## src/rtl/instr_fetch_server.sv

```systemverilog
// Program-memory server: takes a byte stream from a loader, then serves
// little-endian 16-bit instruction fetches to a CPU held in reset until loading ends.
module instr_fetch_server #(
  parameter int          DEPTH    = 16,
  parameter logic [15:0] NOP_INST = 16'h0000
) (
  input  logic                     clk,
  input  logic                     rst,
  input  logic                     ld_valid,
  input  logic [7:0]               ld_data,
  input  logic                     ld_last,
  output logic                     ld_ready,
  input  logic                     fetch_req,
  input  logic [15:0]              fetch_addr,
  output logic [15:0]              inst,
  output logic                     inst_valid,
  output logic                     cpu_rst,
  output logic                     oob,
  output logic                     fault,
  output logic [$clog2(DEPTH):0]   prog_len
);

  localparam int AW = $clog2(DEPTH);

  typedef enum logic [1:0] {LOAD, RUN, FAULT} state_t;

  state_t          state, next_state;
  logic [7:0]      mem [DEPTH];
  logic [AW-1:0]   wptr;
  logic            ld_accept;
  logic            fetch_accept;
  logic            out_of_range;
  logic [AW-1:0]   addr_lo, addr_hi;
  logic [16:0]     addr_end;

  always_ff @(posedge clk or negedge rst) begin
    if (!rst) state <= LOAD;
    else      state <= next_state;
  end

  // Loading ends on ld_last or when the final memory slot is written.
  always_comb begin
    next_state   = state;
    ld_ready     = 1'b0;
    cpu_rst      = 1'b1;
    ld_accept    = 1'b0;
    fetch_accept = 1'b0;
    case (state)
      LOAD: begin
        ld_ready  = 1'b1;
        ld_accept = ld_valid;
        if (ld_valid && (ld_last || wptr == AW'(DEPTH - 1))) next_state = RUN;
      end
      RUN: begin
        cpu_rst      = 1'b0;
        fetch_accept = fetch_req;
        if (fetch_req && fetch_addr[0]) next_state = FAULT;
      end
      FAULT: ;
      default: next_state = LOAD;
    endcase
  end

  // The high byte address wraps inside the memory; range checks use full width.
  always_comb begin
    addr_lo      = fetch_addr[AW-1:0];
    addr_hi      = addr_lo + AW'(1);
    addr_end     = {1'b0, fetch_addr} + 17'd1;
    out_of_range = ({1'b0, fetch_addr} >= 17'(DEPTH)) || (addr_end >= 17'(prog_len));
  end

  always_ff @(posedge clk or negedge rst) begin
    if (!rst) begin
      mem        <= '{default: '0};
      wptr       <= '0;
      prog_len   <= '0;
      inst       <= '0;
      inst_valid <= 1'b0;
      oob        <= 1'b0;
      fault      <= 1'b0;
    end else begin
      inst_valid <= fetch_accept;
      if (ld_accept) begin
        mem[wptr] <= ld_data;
        wptr      <= wptr + AW'(1);
        prog_len  <= prog_len + 1'b1;
      end
      // Misalignment outranks the range check.
      if (fetch_accept) begin
        if (fetch_addr[0]) begin
          inst  <= NOP_INST;
          fault <= 1'b1;
        end else if (out_of_range) begin
          inst <= NOP_INST;
          oob  <= 1'b1;
        end else begin
          inst <= {mem[addr_hi], mem[addr_lo]};
        end
      end
    end
  end

endmodule

```

## config.mk

```make
export PLATFORM = sky130hd
export DESIGN_NAME = instr_fetch_server
export DESIGN_NICKNAME = d
export VERILOG_FILES = /design/src/rtl/instr_fetch_server.sv
export SDC_FILE = /design/constraint.sdc
export NUM_CORES = 1
export LEC_CHECK = 0
export ABC_AREA = 1
export ABC_CLOCK_PERIOD_IN_PS = 2000
export CORE_UTILIZATION = 50
export CTS_BUF_LIST = sky130_fd_sc_hd__clkbuf_8
export CTS_CLUSTER_SIZE = 10
export DETAILED_ROUTE_END_ITERATION = 8
export GPL_ROUTABILITY_DRIVEN = 1
export PLACE_DENSITY = 0.76
export SYNTH_ARGS = -nofsm -noshare
export SYNTH_HDL_FRONTEND = slang
export SYNTH_SLANG_ARGS = --single-unit
export TNS_END_PERCENT = 100
```

## constraint.sdc

```tcl
create_clock -name clk -period 2 [get_ports clk]
set_input_delay 0.3 -clock clk [delete_from_list [all_inputs] [get_ports clk]]
set_output_delay 0.3 -clock clk [all_outputs]
set_load 0.005 [all_outputs]
```

==> results.txt, run 1 <==
Worst path required time: 1700 ps
Core area: 17200 um^2
Syn avg cell area: 7.30 um^2
Synth area leaders: dfrtp_1 (45%), nand2_1 (18%), nand3_1 (10%), o21ai_0 (4.8%), a21oi_1 (4.5%)
Gr ovfl total: 0
Die Y: 134 um
Worst skew pair latency: 470 ps
Num ports: 55
CTS sink cnt: 158
Run status: finished, final reports clean
Max cap viols: 0
Final TNS setup: 0 ps
CP startpoint kind: flip-flop
Critical Path AT: 1580 ps
Post-synthesis cell type count: 34
Hpwl dp: 17600 um
Initial Util: 50.9%
Slew HR: 59.5%
Final setup violation count: 0
First-pass GRT wire length: 41900 um
N_diodes: 0
Hold Violations, Final: 0
Buffers on Ports: 54
Reg clk slew, reported paths: 90 ps
Number of fillers in the final layout: 1561
Vias in the first global route: 8007
CTS Buffer Depth: 2
Dpl ws: -552 ps
Vias after detailed routing: 8431
Sequential fraction of the synthesis area: 45.1%
Vias per inst: 5.60
Crit path kind: reg -> out
Fin Hold WS: 297 ps
Fin nets: 1308
Pwr Density: 1180 nW/um^2
DRC Markers: 0
Dominant cell type by area after synthesis: dfrtp_1
Leakage power: 4.87 nW
Final Power: 12.3 mW
Flops & latches, synth: 158
Clock period minus worst slack: 1880 ps
Area fraction of the dominant cell type after synthesis: 45.1%
Row count: 48
Critical path endpoint category: output pin
CTS HTree Levels: 4
TritonCTS clock tree: built
DR WL/cell: 17.2 um
Final instance area: 10500 um^2
Syn Inst Count: 1202
Area growth from synthesis to layout: 19.6%
Skew final: 15.1 ps
RSZ-0062 raised after global routing: false
Die width: 134 um
Max Fclk: 533 MHz
DRT Wirelength: 25900 um
Post-route antenna net violation count: 0
Post-Syn Nets: 1243
Clock root buffer master: clkbuf_8
Iter 0 DRT Violations: 866
Initial antenna violation count: 0
Total GRT Usage: 30.4%
Drt pass-1 iters: 6
YS warnings: 0
Max IR drop VDD: 0.708 mV
Period Utilization, post-route: 93.8%
PnR worst setup slack: 124 ps
Placer Congestion: 0.943
Layout cell share with drive strength beyond 1: 10.9%
Worst Max-Slew Pin Slew: 608 ps
Max Transition Viols Final: 0
Die area: 18100 um^2
Crit-path max FO: 2
Largest net degree at the start of global routing: 109
Placed inst area: 9980 um^2
Hold Crit Class: in -> async
CTS Buf Count: 17
Synthesized cell area: 8770 um^2
## report_power, final
part           internal [mW]  leakage, nW  switching, mW  total (mW)
registers               4.49         1.98           1.02        5.51
logic                   1.80         2.67           2.45        4.25
clock network           1.31        0.218           1.25        2.56
total                   7.60         4.87           4.72        12.3
## placed cells by master (no fill, tap or decap), types with 5 or more instances in the layout
| cell type | netlist | final |
|---|---|---|
| dfrtp_1 | 158 | 158 |
| clkbuf_8 | 0 | 19 |
| clkdlybuf4s50_1 | 0 | 50 |
| nor2_2 | 5 | 6 |
| o21ai_0 | 84 | 83 |
| nor2_1 | 97 | 96 |
| inv_1 | 43 | 44 |
| buf_12 | 0 | 19 |
| xor2_1 | 6 | 6 |
| nand4_1 | 5 | 5 |
| nand2_2 | 4 | 6 |
| buf_4 | 11 | 46 |
| a21oi_1 | 79 | 79 |
| nand2_1 | 413 | 411 |
| ha_1 | 12 | 8 |
| nor2_4 | 12 | 12 |
| nand3_1 | 182 | 179 |
## layer usage
| metal | track usage [%] | wire length, um | up-vias |
|---|---|---|---|
| met2 | 47.1 | 11800 | 413 |
| li1 | - | - | 4041 |
| met3 | 7.41 | 2490 | 58 |
| met1 | 40.8 | 10800 | 3919 |
| met5 | 0 | 0 | - |
| met4 | 12.8 | 767 | 0 |
## layout make-up
class	instances	area, um^2	share of cell area [%]
multi-input cells	920	4310	41.1
well taps	225	282	2.68
clock buffers	19	262	2.49
flip-flops and latches	158	3950	37.7
repair buffers	122	1320	12.6
inverters	48	198	1.89
clock inverters	13	160	1.53
## path summary, 6_finish.rpt
kind	slack (ps)	cells past startpoint	start	to
hold reg to reg	470	2	fault	fault
min in group clk	410	3	ld_data[5]	mem[93]
hold / removal	300	2	rst	prog_len[3]
setup reg to reg	220	12	prog_len[2]	inst[12]
setup / recovery	120	4	state[0]	cpu_rst
max in group asynchronous	1120	3	rst	inst[9]
## through the flow
| stage | std cells | utilization [%] |
|---|---|---|
| after floorplan | 1202 | - |
| after global placement | 1468 | 57.9 |
| after detailed placement | 1468 | 57.9 |
| after CTS | 1502 | 60.6 |
| after global routing | 1505 | 60.8 |
| final | 1505 | 60.8 |
## flip-flops by register name, indices dropped and copies added (netlist names)
register,count
inst_valid,1
state,2
prog_len,5
fault,1
inst,16
oob,1
wptr,4
mem,128
## cells in the mapped netlist (all sizes together)
| library cell | n |
|---|---|
| nand3b | 1 |
| nand3 | 185 |
| a31oi | 1 |
| dfrtp | 158 |
| inv | 46 |
| clkbuf | 36 |
| or2 | 1 |
| o21ai | 87 |
| clkinv | 2 |
| nor2 | 114 |
| nor4 | 1 |
| nand2 | 417 |
| o211ai | 1 |
| nand4 | 5 |
| nor3 | 4 |
| a21oi | 79 |
| o21bai | 1 |
| ha | 12 |
| a211o | 1 |
| buf | 40 |
| xnor2 | 3 |
| xor2 | 7 |
## critical path: stages, from the launching register on
cell and delay (ps):
dfrtp_1 410, inv_1 80, nor2_1 50, inv_1 70, clkdlybuf4s50_1 500
## cells by family after synthesis
family,synth area share (%)
DFF,45.1
xor gates and xnor gates,1.08
and+or+nand+nor,35.7
AOI/OAI and AO/OA,9.81
buffers and inverters,6.59
adders and majority gates,1.71
## repair_timing
action	CTS	global route
hold buffers	1	0
endpoints found under the hold margin	34	0
setup endpoints to repair	10	17
setup buffers	1	2
cloned	0	1
pin swaps	2	5
gates resized for setup	2	3
(Power assumes the default switching activity.)
==> run 2: changes to the inputs <==
--- a/config.mk
+++ b/config.mk
@@ -8,11 +8,12 @@
 export ABC_AREA = 1
 export ABC_CLOCK_PERIOD_IN_PS = 2000
 export CORE_UTILIZATION = 50
-export CTS_BUF_LIST = sky130_fd_sc_hd__clkbuf_8
 export CTS_CLUSTER_SIZE = 10
 export DETAILED_ROUTE_END_ITERATION = 8
+export DONT_BUFFER_PORTS = 1
 export GPL_ROUTABILITY_DRIVEN = 1
-export PLACE_DENSITY = 0.76
+export GPL_TIMING_DRIVEN = 0
+export PLACE_DENSITY = 0.72
 export SYNTH_ARGS = -nofsm -noshare
 export SYNTH_HDL_FRONTEND = slang
 export SYNTH_SLANG_ARGS = --single-unit
==> results.txt, run 2 (same netlist as run 1, synthesis figures left out) <==
Vias in the first global route: 8201 (was 8007)
CTS Buffer Depth: 2 (unchanged)
DRT Wirelength: 32100 um (was 25900 um)
Failing checks: hold timing
Drt pass-1 iters: 6 (unchanged)
Crit path max-delay family: buffers and inverters (unchanged)
Max Transition Viols Final: 0 (unchanged)
CP max stage cell: clkbuf_1 (was clkdlybuf4s50_1)
Max incr delay on CP: 380 ps (was 500 ps)
Row count: 48 (unchanged)
Logic pwr share: 30.9% (was 34.5%)
Biggest regs: mem: 128 flops, inst: 16 flops, prog_len: 5 flops (unchanged)
DR top layer: met4 (unchanged)
CTS Hold Bufs: 6 (was 1)
Gr ovfl total: 0 (unchanged)
Placer Congestion: 1.04 (was 0.943)
Run status: finished with violations (was finished, final reports clean)
Die area: 18100 um^2 (unchanged)
TritonCTS clock tree: built (unchanged)
Layout cell share with drive strength beyond 1: 10.5% (was 10.9%)
Vias after detailed routing: 8676 (was 8431)
Core area: 17200 um^2 (unchanged)
CTS HTree Levels: 4 (unchanged)
Commonest cells after routing, fill and taps aside: nand2_1 (410), nand3_1 (173), dfrtp_1 (158) (was nand2_1 (411), nand3_1 (179), dfrtp_1 (158))
Reg clk slew, reported paths: 70 ps (was 90 ps)
Iter 0 DRT Violations: 1026 (was 866)
WL met1: 13400 um (was 10800 um)
Die Y: 134 um (unchanged)
Switching power: 5.26 mW (was 4.72 mW)
Sequential share of power: 43.8% (was 44.7%)
Largest net degree at the start of global routing: 159 (was 109)
Slew HR: 32.7% (was 59.5%)
Worst r2r dst: mem[62] (was inst[12])
Leakage power: 4.62 nW (was 4.87 nW)
Critical path endpoint category: flip-flop (was output pin)
Clock root buffer master: clkbuf_16 (was clkbuf_8)
Crit-path cells: clkbuf_1 > nand2_1 > nor2_4 > buf_2 > a21oi_1 (was inv_1 > nor2_1 > inv_1 > clkdlybuf4s50_1)
Worst skew pair latency: 440 ps (was 470 ps)
Fin Hold WS: -457 ps (was 297 ps)
R2R cell count: 5 (was 12)
Worst Max-Slew Pin Slew: 1010 ps (was 608 ps)
Buffers on Ports: 0 (was 54)
R2R Setup Slk: 80 ps (was 220 ps)
CTS sink cnt: 158 (unchanged)
Worst path required time: 2280 ps (was 1700 ps)
Finished Layout Cells: 1468 (was 1505)
Max cap viols: 0 (unchanged)
DR WL met2: 14100 um (was 11800 um)
CP startpoint kind: flip-flop (unchanged)
RSZ-0062 raised after global routing: true (was false)
Fin nets: 1270 (was 1308)
Skew final: 5.18 ps (was 15.1 ps)
Net Sw Frac: 40.0% (was 38.3%)
First-pass GRT wire length: 49200 um (was 41900 um)
Crit path kind: reg -> reg (was reg -> out)
Buf+Inv Stages, Crit Path: 2 (was 3)
Final setup violation count: 0 (unchanged)
Critical Path AT: 2200 ps (was 1580 ps)
DR WL/cell: 21.9 um (was 17.2 um)
Clock network power share: 25.2% (was 20.8%)
Initial Util: 50.9% (unchanged)
Clock period minus worst slack: 1920 ps (was 1880 ps)
Top reg by flops: mem (unchanged)
Final Power: 13.2 mW (was 12.3 mW)
Internal power: 7.90 mW (was 7.60 mW)
Hpwl dp: 23200 um (was 17600 um)
Max IR drop VDD: 0.764 mV (was 0.708 mV)
Hold Violations, Final: 158 (was 0)
Total GRT Usage: 37.5% (was 30.4%)
Num ports: 55 (unchanged)
Post-route antenna net violation count: 0 (unchanged)
DRC Markers: 0 (unchanged)
Vias per inst: 5.91 (was 5.60)
Origin of the critical flop-to-flop path: wptr[3] (was prog_len[2])
Most common cell after layout, fill and taps aside: nand2_1 (unchanged)
Hold Crit Class: in -> async (unchanged)
Met3 wire len: 3200 um (was 2490 um)
Period Utilization, post-route: 96.0% (was 93.8%)
Initial antenna violation count: 1 (was 0)
Max reg flops: 128 (unchanged)
Final instance area: 9950 um^2 (was 10500 um^2)
Max Fclk: 521 MHz (was 533 MHz)
Pwr Density: 1320 nW/um^2 (was 1180 nW/um^2)
Crit-path max FO: 10 (was 2)
Die width: 134 um (unchanged)
Dpl cells: 1427 (was 1468)
CTS Buf Count: 17 (unchanged)
Placed inst area: 9170 um^2 (was 9980 um^2)
Area growth from synthesis to layout: 13.4% (was 19.6%)
[run 2: cell types whose count changed in the layout (fill, tap and decap cells not counted), sizes merged, moves of 2 or more]
cell           before  now
inv                51   48
clkdlybuf4s50      50    0
dlymetal6s2s        2    0
buf                68   42
clkbuf             20   53
clkinvlp            1    3
clkinv              6   10
dlygate4sd3         1    6
[run 2: per-stage QoR]
step	utilization [%]	setup WS (ps)	hold WS, ps	TNS, ps
after floorplan	-	-41.8	4.41	-373
after global placement	53.2	-694	7.20	-9900
after detailed placement	53.2	-699	7.29	-10490
after CTS	57.3	9.63	-462	0
after global routing	57.7	-3.53	-470	-3.53
final	57.7	79.0	-457	0
[run 2: how the worst max path moves through the flow]
stage	from	to	slack, ps	depth (start not counted)
finish	wptr[3]	mem[62]	80	5
global route	fetch_addr[0]	inst[8]	-4	15
CTS	fetch_addr[1]	inst[10]	10	15
detailed placement	fetch_addr[1]	inst[13]	-700	13
global placement	fetch_addr[1]	inst[13]	-690	13
floorplan	fetch_addr[0]	inst[12]	-40	16
[run 2: timing repair]
| action | CTS | global route |
|---|---|---|
| pin swaps | 1 | 1 |
| buffers inserted | 1 | 2 |
| endpoints found under the setup margin | 31 | 27 |
| hold endpoints to repair | 167 | 158 |
| cloned | 0 | 0 |
| gates resized for setup | 15 | 19 |
[run 2: metal layers]
layer	track usage, %	up-vias
met4	16.3	0
met1	51.7	4090
met2	57.1	512
li1	-	3977
met5	0	-
met3	7.63	97
[run 2: layout make-up]
| type | count | area [um^2] |
|---|---|---|
| well taps | 225 | 282 |
| inverters | 48 | 201 |
| flip-flops and latches | 158 | 3950 |
| clock buffers | 17 | 425 |
| clock inverters | 15 | 165 |
| repair buffers | 9 | 82.6 |
| multi-input cells | 920 | 4380 |
| plain buffers | 75 | 454 |
| fillers | 1619 | 7290 |
| diodes | 1 | 2.50 |
[run 2: power by group through the flow]
stage	logic [mW]	registers [mW]	clock network, mW
floorplan	3.02	5.27	0
global placement	3.76	5.74	0
detailed placement	3.89	5.76	0
CTS	3.97	5.72	3.33
global route	4.63	5.88	3.46
finish	4.07	5.77	3.32
